`src/rtl/mem_bridge.sv`:
```
// mem_bridge: routes pipeline loads/stores to data memory (single cycle),
// to a handshaked peripheral port (with timeout), or flags them as unmapped.
//
// Handshake: a request is sampled only while the bridge is idle. Data-memory
// and unmapped accesses never stall; a peripheral access raises stall in the
// cycle it is presented and keeps it high until the peripheral acks or the
// wait budget expires. The following response cycle drops stall so the
// pipeline can retire the access. Requests seen during that response cycle
// are ignored. rdata_valid / bus_err are one-cycle pulses; rdata is held.
module mem_bridge #(
    parameter logic [31:0] DM_TOP   = 32'h0000_2FFF,
    parameter logic [31:0] PER_BASE = 32'h0000_7F00,
    parameter logic [31:0] PER_TOP  = 32'h0000_7F2F,
    parameter int unsigned TIMEOUT  = 16
) (
    input  logic        clk,
    input  logic        reset_n,
    input  logic        req_valid,
    input  logic [31:0] req_addr,
    input  logic [3:0]  req_byteen,
    input  logic [31:0] req_wdata,
    input  logic        req_rd,
    output logic        stall,
    output logic [31:0] rdata,
    output logic        rdata_valid,
    output logic        bus_err,
    output logic [3:0]  dm_we,
    output logic [31:0] dm_addr,
    output logic [31:0] dm_wdata,
    input  logic [31:0] dm_rdata,
    output logic        per_req,
    output logic [3:0]  per_we,
    output logic [31:0] per_addr,
    output logic [31:0] per_wdata,
    input  logic        per_ack,
    input  logic [31:0] per_rdata,
    output logic [1:0]  dbg_state
);

    typedef enum logic [1:0] {
        IDLE     = 2'd0,
        PER_WAIT = 2'd1,
        RESP     = 2'd2
    } state_t;

    // Last wait-cycle index; reaching it without ack ends the access.
    localparam logic [7:0] CNT_LAST = 8'(TIMEOUT - 1);

    state_t      state_q, state_d;
    logic [7:0]  cnt_q, cnt_d;
    logic [31:0] addr_q, addr_d;
    logic [3:0]  be_q, be_d;
    logic [31:0] wdata_q, wdata_d;
    logic        rd_q, rd_d;
    logic [31:0] rdata_q, rdata_d;
    logic        rdata_valid_q, rdata_valid_d;
    logic        bus_err_q, bus_err_d;

    logic        is_store;
    logic        active;
    logic        hit_dm;
    logic        hit_per;
    logic        stall_c;
    logic [3:0]  dm_we_c;

    // Address decode and access classification (store wins over load).
    always_comb begin
        is_store = (req_byteen != 4'd0);
        active   = req_valid && (is_store || req_rd);
        hit_dm   = (req_addr <= DM_TOP);
        hit_per  = (req_addr >= PER_BASE) && (req_addr <= PER_TOP);
    end

    // Next-state, latches, response registers and combinational strobes.
    always_comb begin
        state_d       = state_q;
        cnt_d         = cnt_q;
        addr_d        = addr_q;
        be_d          = be_q;
        wdata_d       = wdata_q;
        rd_d          = rd_q;
        rdata_d       = rdata_q;
        rdata_valid_d = 1'b0;
        bus_err_d     = 1'b0;
        stall_c       = 1'b0;
        dm_we_c       = 4'd0;
        case (state_q)
            IDLE: begin
                if (active) begin
                    if (hit_dm) begin
                        if (is_store) begin
                            dm_we_c = req_byteen;
                        end else begin
                            rdata_d       = dm_rdata;
                            rdata_valid_d = 1'b1;
                        end
                    end else if (hit_per) begin
                        addr_d  = req_addr;
                        be_d    = req_byteen;
                        wdata_d = req_wdata;
                        rd_d    = !is_store;
                        cnt_d   = 8'd0;
                        stall_c = 1'b1;
                        state_d = PER_WAIT;
                    end else begin
                        rdata_d   = 32'd0;
                        bus_err_d = 1'b1;
                    end
                end
            end
            PER_WAIT: begin
                stall_c = 1'b1;
                cnt_d   = cnt_q + 8'd1;
                if (per_ack) begin
                    rdata_d       = rd_q ? per_rdata : 32'd0;
                    rdata_valid_d = rd_q;
                    state_d       = RESP;
                end else if (cnt_q == CNT_LAST) begin
                    rdata_d   = 32'd0;
                    bus_err_d = 1'b1;
                    state_d   = RESP;
                end
            end
            RESP: begin
                state_d = IDLE;
            end
            default: begin
                state_d = IDLE;
            end
        endcase
    end

    // State and latch registers; reset clears everything immediately.
    always_ff @(posedge clk or negedge reset_n) begin
        if (!reset_n) begin
            state_q       <= IDLE;
            cnt_q         <= 8'd0;
            addr_q        <= 32'd0;
            be_q          <= 4'd0;
            wdata_q       <= 32'd0;
            rd_q          <= 1'b0;
            rdata_q       <= 32'd0;
            rdata_valid_q <= 1'b0;
            bus_err_q     <= 1'b0;
        end else begin
            state_q       <= state_d;
            cnt_q         <= cnt_d;
            addr_q        <= addr_d;
            be_q          <= be_d;
            wdata_q       <= wdata_d;
            rd_q          <= rd_d;
            rdata_q       <= rdata_d;
            rdata_valid_q <= rdata_valid_d;
            bus_err_q     <= bus_err_d;
        end
    end

    // Output drive; request-dependent strobes are gated while in reset.
    always_comb begin
        stall       = reset_n && stall_c;
        dm_we       = reset_n ? dm_we_c : 4'd0;
        dm_addr     = req_addr;
        dm_wdata    = req_wdata;
        per_req     = (state_q == PER_WAIT);
        per_we      = (state_q == PER_WAIT) ? be_q : 4'd0;
        per_addr    = addr_q;
        per_wdata   = wdata_q;
        rdata       = rdata_q;
        rdata_valid = rdata_valid_q;
        bus_err     = bus_err_q;
        dbg_state   = state_q;
    end

endmodule

```
`config.mk`:
```
export PLATFORM = sky130hd
export DESIGN_NAME = mem_bridge
export DESIGN_NICKNAME = d
export VERILOG_FILES = /design/src/rtl/mem_bridge.sv
export SDC_FILE = /design/constraint.sdc
export NUM_CORES = 1
export LEC_CHECK = 0
export ABC_AREA = 1
export CORE_AREA = 3 3 120 122
export DETAILED_ROUTE_END_ITERATION = 12
export DIE_AREA = 0 0 123 125
export DONT_BUFFER_PORTS = 1
export MAX_ROUTING_LAYER = met4
export SLEW_MARGIN = 40
export SYNTH_ARGS = -nofsm -noshare
export SYNTH_HDL_FRONTEND = slang
export SYNTH_SLANG_ARGS = --single-unit
```
`constraint.sdc`:
```
create_clock -name clk -period 3.7 [get_ports clk]
set_input_delay 0.555 -clock clk [delete_from_list [all_inputs] [get_ports clk]]
set_output_delay 0.555 -clock clk [all_outputs]
set_load 0.01 [all_outputs]
```
# --- Yosys cells after proc, flatten, opt, wreduce, memory -nomap -nowiden ---
# Index checks and enable logic that the tools add are counted.
word_totals:
  word_cells: 73
  output_inout_bits: 174
  in_bits: 137
  reg_bits: 113
classes:
  add_sub_neg: 1
  n_mux: 39
  eq_ne: 8
  order_cmp: 3
  reduce_logical: 12
  n_bitwise: 1
ops:
  columns: ["cell", "n"]
  rows:
  - ["two-way mux 32 bit", 7]
  - ["one-hot mux 32 bit (2 select lines)", 1]
  - ["greater-or-equal comparator 32 x 15 -> 1 bit (second input constant)", 1]
  - ["less-or-equal comparator 32 x 14 -> 1 bit (second input constant)", 1]
  - ["less-or-equal comparator 32 x 15 -> 1 bit (second input constant)", 1]
  - ["two-way mux 4 bit", 6]
  - ["two-way mux 8 bit", 3]
  - ["one-hot mux 8 bit (2 select lines)", 1]
  - ["two-way mux 1 bit", 12]
  - ["AND reduction 4 bit", 3]
  - ["two-way mux 2 bit", 5]
  - ["adder 8 x 1 -> 8 bit (second input constant)", 1]
  - ["== test 8 x 4 -> 1 bit (second input constant)", 1]
  - ["!= test 2 bit (second input constant)", 3]
  - ["!= test 3 bit (second input constant)", 2]
  - ["one-hot mux 1 bit (2 select lines)", 3]
  - ["AND reduction 5 bit", 1]
  - ["one-hot mux 2 bit (2 select lines)", 1]
  - ["nonzero test 4 bit", 1]
  - ["logical AND 1 bit", 3]
  - ["!= test 3 x 1 -> 1 bit (second input constant)", 1]
  - ["== test 2 x 1 -> 1 bit (second input constant)", 1]
  - ["logical NOT 2 bit", 1]
  - ["nonzero test 2 bit", 1]
  - ["3 further kinds", 3]

# --- Longest topological paths before layout ---
logic_depth:
  ltp_word: 7
  mapped_depth: 12
  depth_no_buf: 11

# --- Least setup slack after synthesis ---
# OpenSTA, ideal clock, no wires.
synth_path:
  path_type: "in2out"
  startpoint: "in req_addr[20]"
  endpoint: "out dm_we[1]"
  arrival_time_ns: 1.682
  required_ns: 3.145
  setup_slack_ns: 1.463
  n_path_buf: 0
  stages: 7
  cell_sequence: "nor2_1 -> nand2_1 -> nor2_1 -> nand2_2 -> nor3_4 -> nand4_1 -> nor3_1"
synth_between:
  elab_chain_len: 5
synth_lines:
  columns: ["item", "line", "source"]
  rows:
  - ["start: declaration", "19", "input logic [31:0] req_addr,"]
  - ["less-or-equal comparator 32 x 14 -> 1 bit", "70", "hit_dm = (req_addr <= DM_TOP);"]
  - ["two-way mux 4 bit", "90", "if (hit_dm) begin"]
  - ["two-way mux 4 bit", "89", "if (active) begin"]
  - ["two-way mux 4 bit", "87", "case (state_q)"]
  - ["two-way mux 4 bit", "161", "dm_we = reset_n ? dm_we_c : 4'd0;"]
  - ["end: declaration", "27", "output logic [3:0] dm_we,"]
# No other way between the ends.

# --- Final worst setup path ---
layout_path:
  startpoint: "reg state_q[0] (netlist: dbg_state[0])"
  endpoint: "out stall"
layout_between:
  elab_chain_len: 3
  elab_cells_between_ends: 4
  cone_classes: "eq/ne (1); mux (1); reduce/logical (2)"
layout_lines:
  columns: ["item", "line", "source"]
  rows:
  - ["start: declaration", "49", "state_t state_q, state_d;"]
  - ["start signal: assignment", "146", "state_q <= state_d;"]
  - ["== test 2 x 1 -> 1 bit", null, null]
  - ["via per_req", "31", "output logic per_req,"]
  - ["one-hot mux 1 bit (2 select lines)", "87", null]
  - ["logical AND 1 bit", "160", "stall = reset_n && stall_c;"]
  - ["end: declaration", "23", "output logic stall,"]
# The timed path passes the listed nets, and every way through them passes these cells.

==> summary.txt <==
Run status
  – Status: complete, no violations

Global route
  – Vias in the first global route: 4229
  – Met2 Use GR: 0.292
  – First-pass GRT wire length: 22.0 mm
  – Busiest grt layer: met2
  – Met3 usage: 0.0560
  – GR Util met1: 0.240
  – Initial antenna violation count: 0
  – Total Routing Usage GR: 0.189
  – Gr ovfl total: 0
  – Largest net degree at the start of global routing: 114

Detailed routing
  – Iter 0 DRT Violations: 204
  – DRC Markers: 0
  – Drt wl/cell: 16.5 um
  – Drt total wl: 13.9 mm
  – Total via count in the routed design: 4179
  – Routed Antenna Nets: 0
  – Via density: 4.96
  – DRT Pass-1 Iters: 5

Worst setup path
  – Worst R2R Setup Slack: 1.16 ns
  – Reg2reg end: rdata[12]$_DFFE_PN0P_
  – Worst Path Arrival: 2.03 ns
  – Worst-path fanout max: 44
  – Critical path startpoint: dbg_state[0]$_DFFE_PN0P_
  – Worst R2R Start: cnt_q[0]$_DFFE_PN0P_
  – Reg2reg path depth: 11
  – Kind of critical path: flip-flop to output port
  – Critical path launch point type: flip-flop
  – Nature of the critical path endpoint: output port
  – WP data required: 3.14 ns

Timing
  – Unrepaired setup endpoints after global routing: no
  – Fmax: 386 MHz
  – Final Max Slew Viols: 0
  – Final setup viols: 0
  – Clock Skews: 0.00572 ns
  – Worst-margin pin slew: 0.781 ns
  – Final Critical Period: 2.59 ns
  – Final critical-path share of the clock period: 0.700
  – Worst slew margin: 0.479
  – Count of final hold-check violations: 0
  – Setup TNS Final: 0 ns

Power and ir drop
  – Lkg Pwr: 3.45 nW
  – Worst vdd ir: 0.263 mV
  – Tot Pwr: 0.00307 W
  – Cell Pwr Density: 507 mW/mm^2

Min path
  – Hold crit path type: primary input to async pin

Synthesis
  – Synth Warn #: 0
  – Synth cell types: 29
  – Syn Area/Cell: 8.01 um^2
  – Top FF cell, synth: dfrtp_1
  – Number of flops mapped to enable cells by yosys: 0
  – Synth Instances: 725
  – Synth async-reset ratio: 1.00
  – Seq/Total Area, Yosys: 0.487
  – Syn nets: 863
  – Cell area after synthesis: 0.00581 mm^2
  – Seq cells post-synth: 113

Clocking
  – Worst-path clk slew: 0.05 ns
  – CTS root buffer: clkbuf_16
  – Skew-Pair Late Insertion Delay: 0.40 ns
  – H-tree depth: 4
  – CTS tree: yes
  – Sink Count: 113
  – Total CTS buffers: 17
  – Deepest clock path buffer count: 2

Floorplan
  – Core area: 0.0133 mm^2
  – Starting Density: 0.437
  – Row count: 42
  – Die width: 123 um
  – Die area: 0.0154 mm^2
  – Die Span Y: 125 um
  – I/O Pins: 311

Run
  – Number of max-cap violations: 0

Cells and area
  – Share of cells above drive strength 1: 0.0840
  – Area Growth Syn to Fin: 4.31%
  – Final instance area: 0.00606 mm^2
  – Nets: 792
  – ANT cells: 0

Placed design
  – Area after DPL: 0.00538 mm^2
  – Hpwl dp: 9.92 mm
  – IO Port Bufs: 0
  – RePlAce Congestion: 0.840
cell usage in the layout (no fill, tap or decap), types with 2 or more instances in the layout:
master and count:
nand3_1 44, clkbuf_1 3, inv_2 3, o21ai_1 2
o21ai_0 42, bufinv_16 5, nand4_1 5, nor2_1 30
clkbuf_16 17, buf_4 4, clkinv_2 3, clkbuf_8 2
xor2_1 2, inv_1 101, or2_2 7, o21bai_1 32
nand2_1 223, nor3_1 4, nand2_2 3, a21oi_1 5
o22ai_1 2, dfrtp_1 113, nor2_4 3, nor2_2 2
layer usage:
layer / wire, um / part of all wire / vias up
li1: - / - / 2007
met1: 6070 / 0.44 / 1960
met2: 6560 / 0.47 / 203
met3: 1190 / 0.085 / 9
met4: 130 / 0.0093 / 0
met5: 0 / 0 / -
where the power goes:
part,switching (W),internal [W],leakage (nW)
clock,0.000540,0.00123,0.314
sequential,0.000000915,0.00124,1.53
combinational,0.0000489,0.0000128,1.61
worst max-delay path, cell delays in order (launching register included):
cell and delay, ns:
dfrtp_1 0.46, inv_1 0.13, nor2_4 0.28, inv_2 0.37, a21oi_1 0.38
cells by family (layout without fill, tap and decap cells):
| logic type | count (synthesis) | after routing | share of synthesized area |
|---|---|---|---|
| fa+ha+maj | 1 | 1 | 0.00215 |
| buf+inv | 200 | 142 | 0.184 |
| simple gates | 325 | 325 | 0.237 |
| compound gates | 84 | 84 | 0.0873 |
| xor+xnor | 2 | 2 | 0.00302 |
| flops | 113 | 113 | 0.487 |
final cells by class:
cell class              instances  area, um^2
clock inverters                10         181
multi-input cells             412        1910
well taps                     176         220
flip-flops and latches        113        2830
repair buffers                  5        57.6
clock buffers                  22         464
fillers                      1272        7240
inverters                     105         394
registers in the layout, summed over array words and instances, names as in the netlist, 2 cells and up:
name / flops
rdata: 32
be_q: 4
per_wdata: 32
cnt_q: 8
dbg_state: 2
per_addr: 32
timing repair:
item | in CTS | in global routing
endpoints found under the setup margin | 0 | 0
hold endpoints to repair | 113 | 0
buffers inserted | 0 | 0
gates resized for setup | 0 | 0
hold buffers | 1 | 0
synthesized netlist by cell type (4+ instances only):
master	instances	area, um^2
a21oi_1	5	25.0
nor2_1	30	113
buf_2	13	65.1
nand4_1	5	31.3
o21ai_0	42	210
buf_4	66	495
nor3_1	4	20.0
or2_2	7	43.8
dfrtp_1	113	2830
nand2_1	223	837
inv_1	101	379
nand3_1	44	220
clkbuf_1	9	33.8
buf_6	7	78.8
o21bai_1	32	240
stage by stage:
step	cells	hold WS, ns	worst slack [ns]	utilization
finish	843	0.0823	1.11	0.456
global route	843	0.108	0.778	0.456
CTS	843	0.115	1.03	0.456
detailed placement	810	0.262	1.14	0.405
global placement	810	0.262	1.16	0.405
floorplan	725	0.259	1.46	-
worst max path at each step:
stage                            end  slack, ns  cells after the start
6_report                       stall       1.11                      4
5_1_grt        rdata[25]$_DFFE_PN0P_       0.78                     11
4_1_cts                        stall       1.03                      4
3_5_place_dp   rdata[12]$_DFFE_PN0P_       1.14                     10
3_3_place_gp   rdata[12]$_DFFE_PN0P_       1.16                     10
2_1_floorplan               dm_we[1]       1.46                      7
Power figures use the tool's default switching activity.
